File: src/rtl/npc_axi_pkg.sv
// Shared encodings and FSM state types for the AXI burst splitter.
package npc_axi_pkg;

  typedef enum logic [1:0] {
    BURST_FIXED = 2'b00,
    BURST_INCR  = 2'b01,
    BURST_WRAP  = 2'b10
  } burst_e;

  localparam logic [1:0] RESP_OKAY   = 2'b00;
  localparam logic [1:0] RESP_SLVERR = 2'b10;

  typedef enum logic [1:0] {R_IDLE, R_ADDR, R_DATA} r_state_e;

  typedef enum logic [2:0] {W_IDLE, W_DATA, W_REQ, W_RESP, W_BRESP} w_state_e;

  // Bursts the splitter cannot honour exactly; they are still run as INCR.
  function automatic logic unsupported_burst(input logic [2:0] size, input logic [1:0] burst);
    return (size > 3'd2) || (burst == BURST_WRAP);
  endfunction

endpackage

File: src/rtl/axi_beat_addr.sv
// Address of one beat within a burst; FIXED repeats the base, anything else increments.
module axi_beat_addr
  import npc_axi_pkg::*;
#(
  parameter int unsigned ADDR_W = 32
) (
  input  logic [ADDR_W-1:0] base,
  input  logic [7:0]        beat,
  input  logic [2:0]        size,
  input  logic [1:0]        burst,
  output logic [ADDR_W-1:0] addr
);

  logic [ADDR_W-1:0] offset;

  always_comb begin
    offset = ADDR_W'(beat) << size;
    addr   = (burst == BURST_FIXED) ? base : base + offset;
  end

endmodule

File: src/rtl/axi_burst_splitter.sv
// Splits AXI4 read/write bursts into single-beat downstream transactions.
// Optional macro AXI_SPLIT_ERR_EN enables SLVERR reporting for unsupported bursts.
module axi_burst_splitter
  import npc_axi_pkg::*;
#(
  parameter int unsigned ADDR_W = 32,
  parameter int unsigned DATA_W = 32,
  parameter int unsigned ID_W   = 4
) (
  input  logic                clock,
  input  logic                reset,
  input  logic                s_awvalid,
  output logic                s_awready,
  input  logic [ID_W-1:0]     s_awid,
  input  logic [ADDR_W-1:0]   s_awaddr,
  input  logic [7:0]          s_awlen,
  input  logic [2:0]          s_awsize,
  input  logic [1:0]          s_awburst,
  input  logic                s_wvalid,
  output logic                s_wready,
  input  logic [DATA_W-1:0]   s_wdata,
  input  logic [DATA_W/8-1:0] s_wstrb,
  input  logic                s_wlast,
  output logic                s_bvalid,
  input  logic                s_bready,
  output logic [ID_W-1:0]     s_bid,
  output logic [1:0]          s_bresp,
  input  logic                s_arvalid,
  output logic                s_arready,
  input  logic [ID_W-1:0]     s_arid,
  input  logic [ADDR_W-1:0]   s_araddr,
  input  logic [7:0]          s_arlen,
  input  logic [2:0]          s_arsize,
  input  logic [1:0]          s_arburst,
  output logic                s_rvalid,
  input  logic                s_rready,
  output logic [ID_W-1:0]     s_rid,
  output logic [DATA_W-1:0]   s_rdata,
  output logic [1:0]          s_rresp,
  output logic                s_rlast,
  output logic                m_awvalid,
  input  logic                m_awready,
  output logic [ADDR_W-1:0]   m_awaddr,
  output logic                m_wvalid,
  input  logic                m_wready,
  output logic [DATA_W-1:0]   m_wdata,
  output logic [DATA_W/8-1:0] m_wstrb,
  input  logic                m_bvalid,
  output logic                m_bready,
  output logic                m_arvalid,
  input  logic                m_arready,
  output logic [ADDR_W-1:0]   m_araddr,
  input  logic                m_rvalid,
  output logic                m_rready,
  input  logic [DATA_W-1:0]   m_rdata
);

  // Read path
  r_state_e          r_state_q, r_state_d;
  logic [ID_W-1:0]   r_id_q, r_id_d;
  logic [ADDR_W-1:0] r_base_q, r_base_d;
  logic [7:0]        r_len_q, r_len_d, r_beat_q, r_beat_d;
  logic [2:0]        r_size_q, r_size_d;
  logic [1:0]        r_burst_q, r_burst_d;
  logic              r_last;

  assign r_last = (r_beat_q == r_len_q);

  always_comb begin
    r_state_d = r_state_q;
    r_id_d    = r_id_q;
    r_base_d  = r_base_q;
    r_len_d   = r_len_q;
    r_size_d  = r_size_q;
    r_burst_d = r_burst_q;
    r_beat_d  = r_beat_q;
    s_arready = 1'b0;
    m_arvalid = 1'b0;
    s_rvalid  = 1'b0;
    m_rready  = 1'b0;
    unique case (r_state_q)
      R_IDLE: begin
        s_arready = 1'b1;
        if (s_arvalid) begin
          r_id_d    = s_arid;
          r_base_d  = s_araddr;
          r_len_d   = s_arlen;
          r_size_d  = s_arsize;
          r_burst_d = s_arburst;
          r_beat_d  = 8'd0;
          r_state_d = R_ADDR;
        end
      end
      R_ADDR: begin
        m_arvalid = 1'b1;
        if (m_arready) r_state_d = R_DATA;
      end
      R_DATA: begin
        s_rvalid = m_rvalid;
        m_rready = s_rready;
        if (m_rvalid && s_rready) begin
          if (r_last) begin
            r_state_d = R_IDLE;
          end else begin
            r_beat_d  = r_beat_q + 8'd1;
            r_state_d = R_ADDR;
          end
        end
      end
      default: r_state_d = R_IDLE;
    endcase
  end

  always_ff @(posedge clock or posedge reset) begin
    if (reset) begin
      r_state_q <= R_IDLE;
      r_id_q    <= '0;
      r_base_q  <= '0;
      r_len_q   <= '0;
      r_size_q  <= '0;
      r_burst_q <= '0;
      r_beat_q  <= '0;
    end else begin
      r_state_q <= r_state_d;
      r_id_q    <= r_id_d;
      r_base_q  <= r_base_d;
      r_len_q   <= r_len_d;
      r_size_q  <= r_size_d;
      r_burst_q <= r_burst_d;
      r_beat_q  <= r_beat_d;
    end
  end

  assign s_rid   = r_id_q;
  assign s_rdata = m_rdata;
  assign s_rlast = (r_state_q == R_DATA) && r_last;

  axi_beat_addr #(.ADDR_W(ADDR_W)) u_rd_addr (
    .base  (r_base_q),
    .beat  (r_beat_q),
    .size  (r_size_q),
    .burst (r_burst_q),
    .addr  (m_araddr)
  );

  // Write path
  w_state_e            w_state_q, w_state_d;
  logic [ID_W-1:0]     w_id_q, w_id_d;
  logic [ADDR_W-1:0]   w_base_q, w_base_d;
  logic [7:0]          w_len_q, w_len_d, w_beat_q, w_beat_d;
  logic [2:0]          w_size_q, w_size_d;
  logic [1:0]          w_burst_q, w_burst_d;
  logic [DATA_W-1:0]   w_data_q, w_data_d;
  logic [DATA_W/8-1:0] w_strb_q, w_strb_d;
  logic                aw_pend_q, aw_pend_d, w_pend_q, w_pend_d;

  always_comb begin
    w_state_d = w_state_q;
    w_id_d    = w_id_q;
    w_base_d  = w_base_q;
    w_len_d   = w_len_q;
    w_size_d  = w_size_q;
    w_burst_d = w_burst_q;
    w_beat_d  = w_beat_q;
    w_data_d  = w_data_q;
    w_strb_d  = w_strb_q;
    aw_pend_d = aw_pend_q;
    w_pend_d  = w_pend_q;
    s_awready = 1'b0;
    s_wready  = 1'b0;
    m_awvalid = 1'b0;
    m_wvalid  = 1'b0;
    m_bready  = 1'b0;
    s_bvalid  = 1'b0;
    unique case (w_state_q)
      W_IDLE: begin
        s_awready = 1'b1;
        if (s_awvalid) begin
          w_id_d    = s_awid;
          w_base_d  = s_awaddr;
          w_len_d   = s_awlen;
          w_size_d  = s_awsize;
          w_burst_d = s_awburst;
          w_beat_d  = 8'd0;
          w_state_d = W_DATA;
        end
      end
      W_DATA: begin
        s_wready = 1'b1;
        if (s_wvalid) begin
          w_data_d  = s_wdata;
          w_strb_d  = s_wstrb;
          aw_pend_d = 1'b1;
          w_pend_d  = 1'b1;
          w_state_d = W_REQ;
        end
      end
      W_REQ: begin
        // AW and W channels complete independently, possibly in the same cycle.
        m_awvalid = aw_pend_q;
        m_wvalid  = w_pend_q;
        if (m_awready) aw_pend_d = 1'b0;
        if (m_wready) w_pend_d = 1'b0;
        if ((!aw_pend_q || m_awready) && (!w_pend_q || m_wready)) w_state_d = W_RESP;
      end
      W_RESP: begin
        m_bready = 1'b1;
        if (m_bvalid) begin
          if (w_beat_q == w_len_q) begin
            w_state_d = W_BRESP;
          end else begin
            w_beat_d  = w_beat_q + 8'd1;
            w_state_d = W_DATA;
          end
        end
      end
      W_BRESP: begin
        s_bvalid = 1'b1;
        if (s_bready) w_state_d = W_IDLE;
      end
      default: w_state_d = W_IDLE;
    endcase
  end

  always_ff @(posedge clock or posedge reset) begin
    if (reset) begin
      w_state_q <= W_IDLE;
      w_id_q    <= '0;
      w_base_q  <= '0;
      w_len_q   <= '0;
      w_size_q  <= '0;
      w_burst_q <= '0;
      w_beat_q  <= '0;
      w_data_q  <= '0;
      w_strb_q  <= '0;
      aw_pend_q <= 1'b0;
      w_pend_q  <= 1'b0;
    end else begin
      w_state_q <= w_state_d;
      w_id_q    <= w_id_d;
      w_base_q  <= w_base_d;
      w_len_q   <= w_len_d;
      w_size_q  <= w_size_d;
      w_burst_q <= w_burst_d;
      w_beat_q  <= w_beat_d;
      w_data_q  <= w_data_d;
      w_strb_q  <= w_strb_d;
      aw_pend_q <= aw_pend_d;
      w_pend_q  <= w_pend_d;
    end
  end

  assign s_bid   = w_id_q;
  assign m_wdata = w_data_q;
  assign m_wstrb = w_strb_q;

  axi_beat_addr #(.ADDR_W(ADDR_W)) u_wr_addr (
    .base  (w_base_q),
    .beat  (w_beat_q),
    .size  (w_size_q),
    .burst (w_burst_q),
    .addr  (m_awaddr)
  );

`ifdef AXI_SPLIT_ERR_EN
  logic r_err_q, w_err_q;

  always_ff @(posedge clock or posedge reset) begin
    if (reset) begin
      r_err_q <= 1'b0;
      w_err_q <= 1'b0;
    end else begin
      if (r_state_q == R_IDLE && s_arvalid) r_err_q <= unsupported_burst(s_arsize, s_arburst);
      if (w_state_q == W_IDLE && s_awvalid) begin
        w_err_q <= unsupported_burst(s_awsize, s_awburst);
      end else if (w_state_q == W_DATA && s_wvalid && (s_wlast != (w_beat_q == w_len_q))) begin
        w_err_q <= 1'b1;
      end
    end
  end

  assign s_rresp = r_err_q ? RESP_SLVERR : RESP_OKAY;
  assign s_bresp = w_err_q ? RESP_SLVERR : RESP_OKAY;
`else
  logic unused_wlast;
  assign unused_wlast = s_wlast;
  assign s_rresp      = RESP_OKAY;
  assign s_bresp      = RESP_OKAY;
`endif

endmodule

File: config.mk
export PLATFORM = sky130hd
export DESIGN_NAME = axi_burst_splitter
export DESIGN_NICKNAME = d
export VERILOG_FILES = /design/src/rtl/npc_axi_pkg.sv /design/src/rtl/axi_beat_addr.sv /design/src/rtl/axi_burst_splitter.sv
export SDC_FILE = /design/constraint.sdc
export NUM_CORES = 1
export LEC_CHECK = 0
export ABC_AREA = 1
export CAP_MARGIN = 20
export CORE_MARGIN = 1
export CORE_UTILIZATION = 44
export DETAILED_ROUTE_END_ITERATION = 10
export PLACE_DENSITY = 0.84
export SKIP_LAST_GASP = 1
export SYNTH_ARGS = -nofsm -noshare
export SYNTH_HDL_FRONTEND = slang
export SYNTH_SLANG_ARGS = --single-unit
export TNS_END_PERCENT = 5
File: constraint.sdc
create_clock -name clock -period 5.8 [get_ports clock]
set_input_delay 1.45 -clock clock [delete_from_list [all_inputs] [get_ports clock]]
set_output_delay 1.45 -clock clock [all_outputs]
set_load 0.03 [all_outputs]
Yosys cells after proc, flatten, opt, wreduce, memory -nomap -nowiden
Cells that the tools add are included.
- muxes and demuxes: 37
- reductions and logical operators: 23
- add/subtract/negate cells: 4
- shift-type cells: 2
- equality and inequality tests: 20
- operators by type and width (operator ; number):
    $add 32x32->32 ; 2
    $mux 32 ; 2
    $shl 8x3->32 ; 2
    $mux 8 ; 6
    $pmux 8 s2 ; 2
    $ne 2x2->1 const B ; 12
    $mux 3 ; 6
    $add 8x1->8 const B ; 2
    $eq 8x8->1 ; 2
    $pmux 3 s5 ; 1
    $mux 1 ; 14
    $reduce_and 3->1 ; 3
    $reduce_and 4->1 ; 2
    $eq 3x2->1 const B ; 2
    $logic_not 2->1 ; 3
    $mux 2 ; 3
    $pmux 2 s3 ; 1
    $reduce_and 2->1 ; 3
    $reduce_bool 2->1 ; 3
    $reduce_and 5->1 ; 1
    $pmux 1 s2 ; 2
    $eq 3x1->1 const B ; 1
    $eq 3x3->1 const B ; 1
    $logic_and 1x1->1 ; 3
    5 further kinds ; 7
- input port bits: 179
- register bits after elaboration: 157

Longest topological paths before layout
Gate-level depths: netlist (run 1).
- depth after elaboration: 5
- gate-level depth with buffers: 20
- depth with buffers taken out: 20

Hierarchy
From an unflattened synthesis (run 1), not the netlist that was laid out.
- cells, all modules: 1512
- area, all modules: 11377.2 µm²
- by module, submodules not included (module ; times used ; area each (µm²) ; sequential area each (µm²) ; cells each):
    axi_burst_splitter ; 1 ; 6962.9 ; 3928.8 ; 576
    axi_beat_addr ; 2 ; 2207.1 ; 0.0 ; 468

Worst setup path after synthesis (run 1)
OpenSTA, ideal clock, no wires.
- kind: reg-to-output
- from: register w_size_q[0]
- to: output m_awaddr[9]
- data arrival time: 2.650 ns
- path slack: 1.700 ns
- cell stages (with the launch flop): 13
- buffers on the path: 1
- cell sequence: dfrtp_1 clkbuf_1 o21ai_0 nor2_1 a31oi_1 mux2i_1 ha_1 nand2_1 nor2_1 nand3_1 nand3_1 o21ai_0 o21ai_0
- cells in the longest elaborated chain, start to end: 3
- ends and longest elaborated chain (element ; line ; source):
    start: declaration ; axi_burst_splitter.sv:151 ; logic [2:0] w_size_q, w_size_d;
    start signal: assignment ; axi_burst_splitter.sv:243 ; w_size_q <= w_size_d;
    $shl 8x3->32 ; axi_beat_addr.sv:17 ; offset = ADDR_W'(beat) << size;
    $add 32x32->32 ; axi_beat_addr.sv:18 ; addr = (burst == BURST_FIXED) ? base : base + offset;
    $mux 32 ; axi_beat_addr.sv:18 ;
    end: declaration ; axi_burst_splitter.sv:43 ; output logic [ADDR_W-1:0] m_awaddr,
Every way passes these cells.

Final worst setup path (run 1)
- from: register r_size_q[1]
- to: output m_araddr[23]
- cells in the longest elaborated chain, start to end: 3
- ends and longest elaborated chain (element ; line ; source):
    start: declaration ; axi_burst_splitter.sv:63 ; logic [2:0] r_size_q, r_size_d;
    start signal: assignment ; axi_burst_splitter.sv:128 ; r_size_q <= r_size_d;
    $shl 8x3->32 ; axi_beat_addr.sv:17 ;
    $add 32x32->32 ; axi_beat_addr.sv:18 ;
    $mux 32 ; axi_beat_addr.sv:18 ;
    end: declaration ; axi_burst_splitter.sv:52 ; output logic [ADDR_W-1:0] m_araddr,
Every way passes these cells.

==> impl_metrics.toml, run 1 <==
[timing]
finClkSkew_ns = 0.00974
fmax_mhz = 183
slew_violations = 0
final_hold_viol_count = 0
final.period_utilization = 0.940
post-route-min-period_ns = 5.45
setup_tns_ns = 0
worst_slew_pin_slew_ns = 1.04
setup_viol = 0
rsz0062_at_grt = "false"
max_slew_margin = 0.302

[placed_design]
port_buffers = 264
gp_congestion = 0.931
dpl.hpwl_um = 23600
place_area_mm2 = 0.0137

[logic_synthesis]
yosys.cell_types.count = 40
synth_top_area_cell = "dfrtp_1"
ys_ff_latch = 157
synth-simple-area-share = 0.325
postSynthAreaPerCell_um2 = 7.14
synth_edf_count = 0
synth_fa_ha_area_frac = 0.0394
synth_top_family_by_area = "simple AND/OR/NAND/NOR gates"
yosysWarnings = 0
ys.flop_type = "dfrtp_1"
synth_async_sr_flop_share = 1.00
synth_top_area_share = 0.352
yosys-top-cells-area = "dfrtp_1 (35%), nand2_1 (17%), inv_1 (5.9%)"
syn_area_mm2 = 0.0112
synthXorXnorAreaFrac = 0.0157
synth_cells = 1564
synth-compound-area-share = 0.0594
synth_mux_area_frac = 0.0993
yosysSeqAreaShare = 0.352

[grt]
gr-total-overflow = 0
grtUsageTotal = 0.239
grt_max_degree = 105
grt_pass1_vias = 10701
grt_pass1_wl_um = 50300
antenna_found_initial = 2

[floorplanning]
core_mm2 = 0.0246
initial_core_util = 0.454
die_w_um = 161
die_h_um = 161
fp.dieArea_mm2 = 0.0260
num_rows = 57
io_pins = 334

[cts]
htreeDepth = 4
cts.repair_timing.setup_buffer_count = 0
clock_path_buffers = 2
root_buffer = "clkbuf_16"
post_cts_resized = 0
cts.clk_slew.worst_paths_ns = 0.07
cts_tree = "built"
clock_sinks = 157
cts_inserted_buffers = 17
clk_latency_ns = 0.43
cts-hold-fix-buffers = 0

[critical_path]
path_buf_inv = 3
setup.worst_path.end = "m_araddr[23]"
r2r_slack_ns = 3.61
worstReg2RegStart = "r_state_q[1]"
path_cells = "clkinv_1 > o21ai_0 > mux2i_1 > ha_1 > nand2_1 > nor2_1 > nand3_1 > nand3_1 > nand2_1 > nand2_1 > nand2_1 > nand2_1 > nand2_1 > inv_1 > clkdlybuf4s50_1"
crit_top_cell = "nand2_1"
r2r-end = "r_len_q[4]"
crit_fanout = 13
critPathMaxStageDelay_ns = 0.66
start_kind = "register"
crit_start = "r_size_q[1]"
cpMaxStageDelayCell = "clkdlybuf4s50_1"
cp_data_arrival_time_ns = 4.00
worst_setup_path_end_kind = "output pin"
path_depth = 15
r2r_cells = 4
cp_top_family = "simple AND/OR/NAND/NOR gates"
cp.required_ns = 4.35
worstSetupPathType = "register to output pin"

[layout]
fin_nets = 1988
layout.cells.most_common_list = "nand2_1 (498), clkdlybuf4s50_1 (264), inv_1 (175)"
design_area_mm2 = 0.0144
areaGrowthSynthToFinish_pct = 28.6
drive_gt1_frac = 0.0839
layout_commonest_cell = "nand2_1"

[worst_hold_path]
hold_path.class = "register to register"

[drt]
ant_nets = 0
vias_per_cell = 5.13
routedWlPerCell_um = 14.6
dr.pass1.iters = 5
drc = 0
wl_um = 30800
dr.first_iter.drc_count = 748
vias = 10838

[outcome]
status = "finished, final reports clean"

[pwr]
power.leakage_nw = 7.18
irDropWorstVdd_mv = 0.437
power.density_mw_per_mm2 = 628

[run]
maxCapViolCount = 0
[Yosys cell counts, types with 6 or more instances]
cell and count:
nand2_1 499, inv_1 176, nor2_1 160, dfrtp_1 157
nand3_1 124, a21oi_1 66, mux2_2 58, o21ai_0 50
buf_4 36, ha_1 32, mux2_4 25, buf_2 21
nor3_1 21, nand4_1 15, clkbuf_1 14, nand3b_1 12
or2_2 12, xnor2_1 12, buf_6 8, mux2i_1 8
xor2_1 8, nor4_1 6
[metrics by stage]
stage | hold slack (ns) | power [mW] | setup slack [ns] | util | instances
floorplan | 0.442 | 5.92 | 0.115 | - | 1567
global placement | 0.460 | 7.67 | 0.940 | 0.559 | 2080
detailed placement | 0.463 | 7.79 | 0.876 | 0.559 | 2080
CTS | 0.484 | 9.02 | 0.419 | 0.584 | 2112
global route | 0.523 | 9.68 | 0.0110 | 0.584 | 2114
finish | 0.479 | 9.02 | 0.347 | 0.584 | 2114
[flip-flops by register name, indices dropped and copies added (netlist names), 4 cells and up]
signal,flops
m_wdata,32
r_base_q,32
w_base_q,32
r_beat_q,8
r_len_q,8
w_beat_q,8
w_len_q,8
m_wstrb,4
s_bid,4
s_rid,4
[worst reg2reg max path, stage by stage, from the launching register on]
cell and delay, ns:
dfrtp_1 0.49, nor2_1 0.11, nand2_2 0.54, buf_4 0.52, mux2_2 0.41
[power by group]
group / switching [mW] / internal [mW]
registers: 0.484 / 1.59
clock network: 0.528 / 0.666
logic: 3.49 / 2.27
[routing by layer]
layer | GRT usage | wire length [µm] | share of wire | vias up
li1 | - | - | - | 5378
met1 | 0.290 | 12900 | 0.42 | 4998
met2 | 0.417 | 15100 | 0.49 | 390
met3 | 0.0421 | 1960 | 0.063 | 72
met4 | 0.102 | 922 | 0.030 | 0
met5 | 0 | 0 | 0 | -
[final cells by class]
type / instances / area, µm²
clock buffers: 18 / 439
fillers: 2210 / 10200
well taps: 324 / 405
inverters: 186 / 704
flip-flops and latches: 157 / 3930
diodes: 2 / 5.00
repair buffers: 268 / 2670
multi-input cells: 1145 / 6030
clock inverters: 14 / 173
[how the worst min path moves through the flow]
| stage | from | end | slack (ns) | cells after the start |
|---|---|---|---|---|
| 2_1_floorplan | aw_pend_q | aw_pend_q | 0.44 | 2 |
| 3_3_place_gp | aw_pend_q | aw_pend_q | 0.46 | 2 |
| 3_5_place_dp | aw_pend_q | aw_pend_q | 0.46 | 2 |
| 4_1_cts | aw_pend_q | aw_pend_q | 0.48 | 2 |
| 5_1_grt | m_wdata[12] | m_wdata[12] | 0.52 | 1 |
| 6_report | aw_pend_q | aw_pend_q | 0.48 | 2 |
[logic make-up (layout without fill, tap and decap cells)]
group / count (synthesis) / count (layout)
flip-flops: 157 / 157
other: 1 / 6
XOR/XNOR: 20 / 20
multiplexers: 91 / 91
AO/OA/AOI/OAI: 128 / 128
adder cells (fa/ha/maj): 34 / 34
AND/OR/NAND/NOR: 868 / 868
buffers and inverters: 265 / 486
Note: power is estimated with default switching activity, not from simulation.
==> run 2, diff against run 1 <==
ABC_CLOCK_PERIOD_IN_PS = 5800   (was not set)
==> results of run 2 <==
Same layout as run 1: the final DEF is identical, and so are final timing and power.
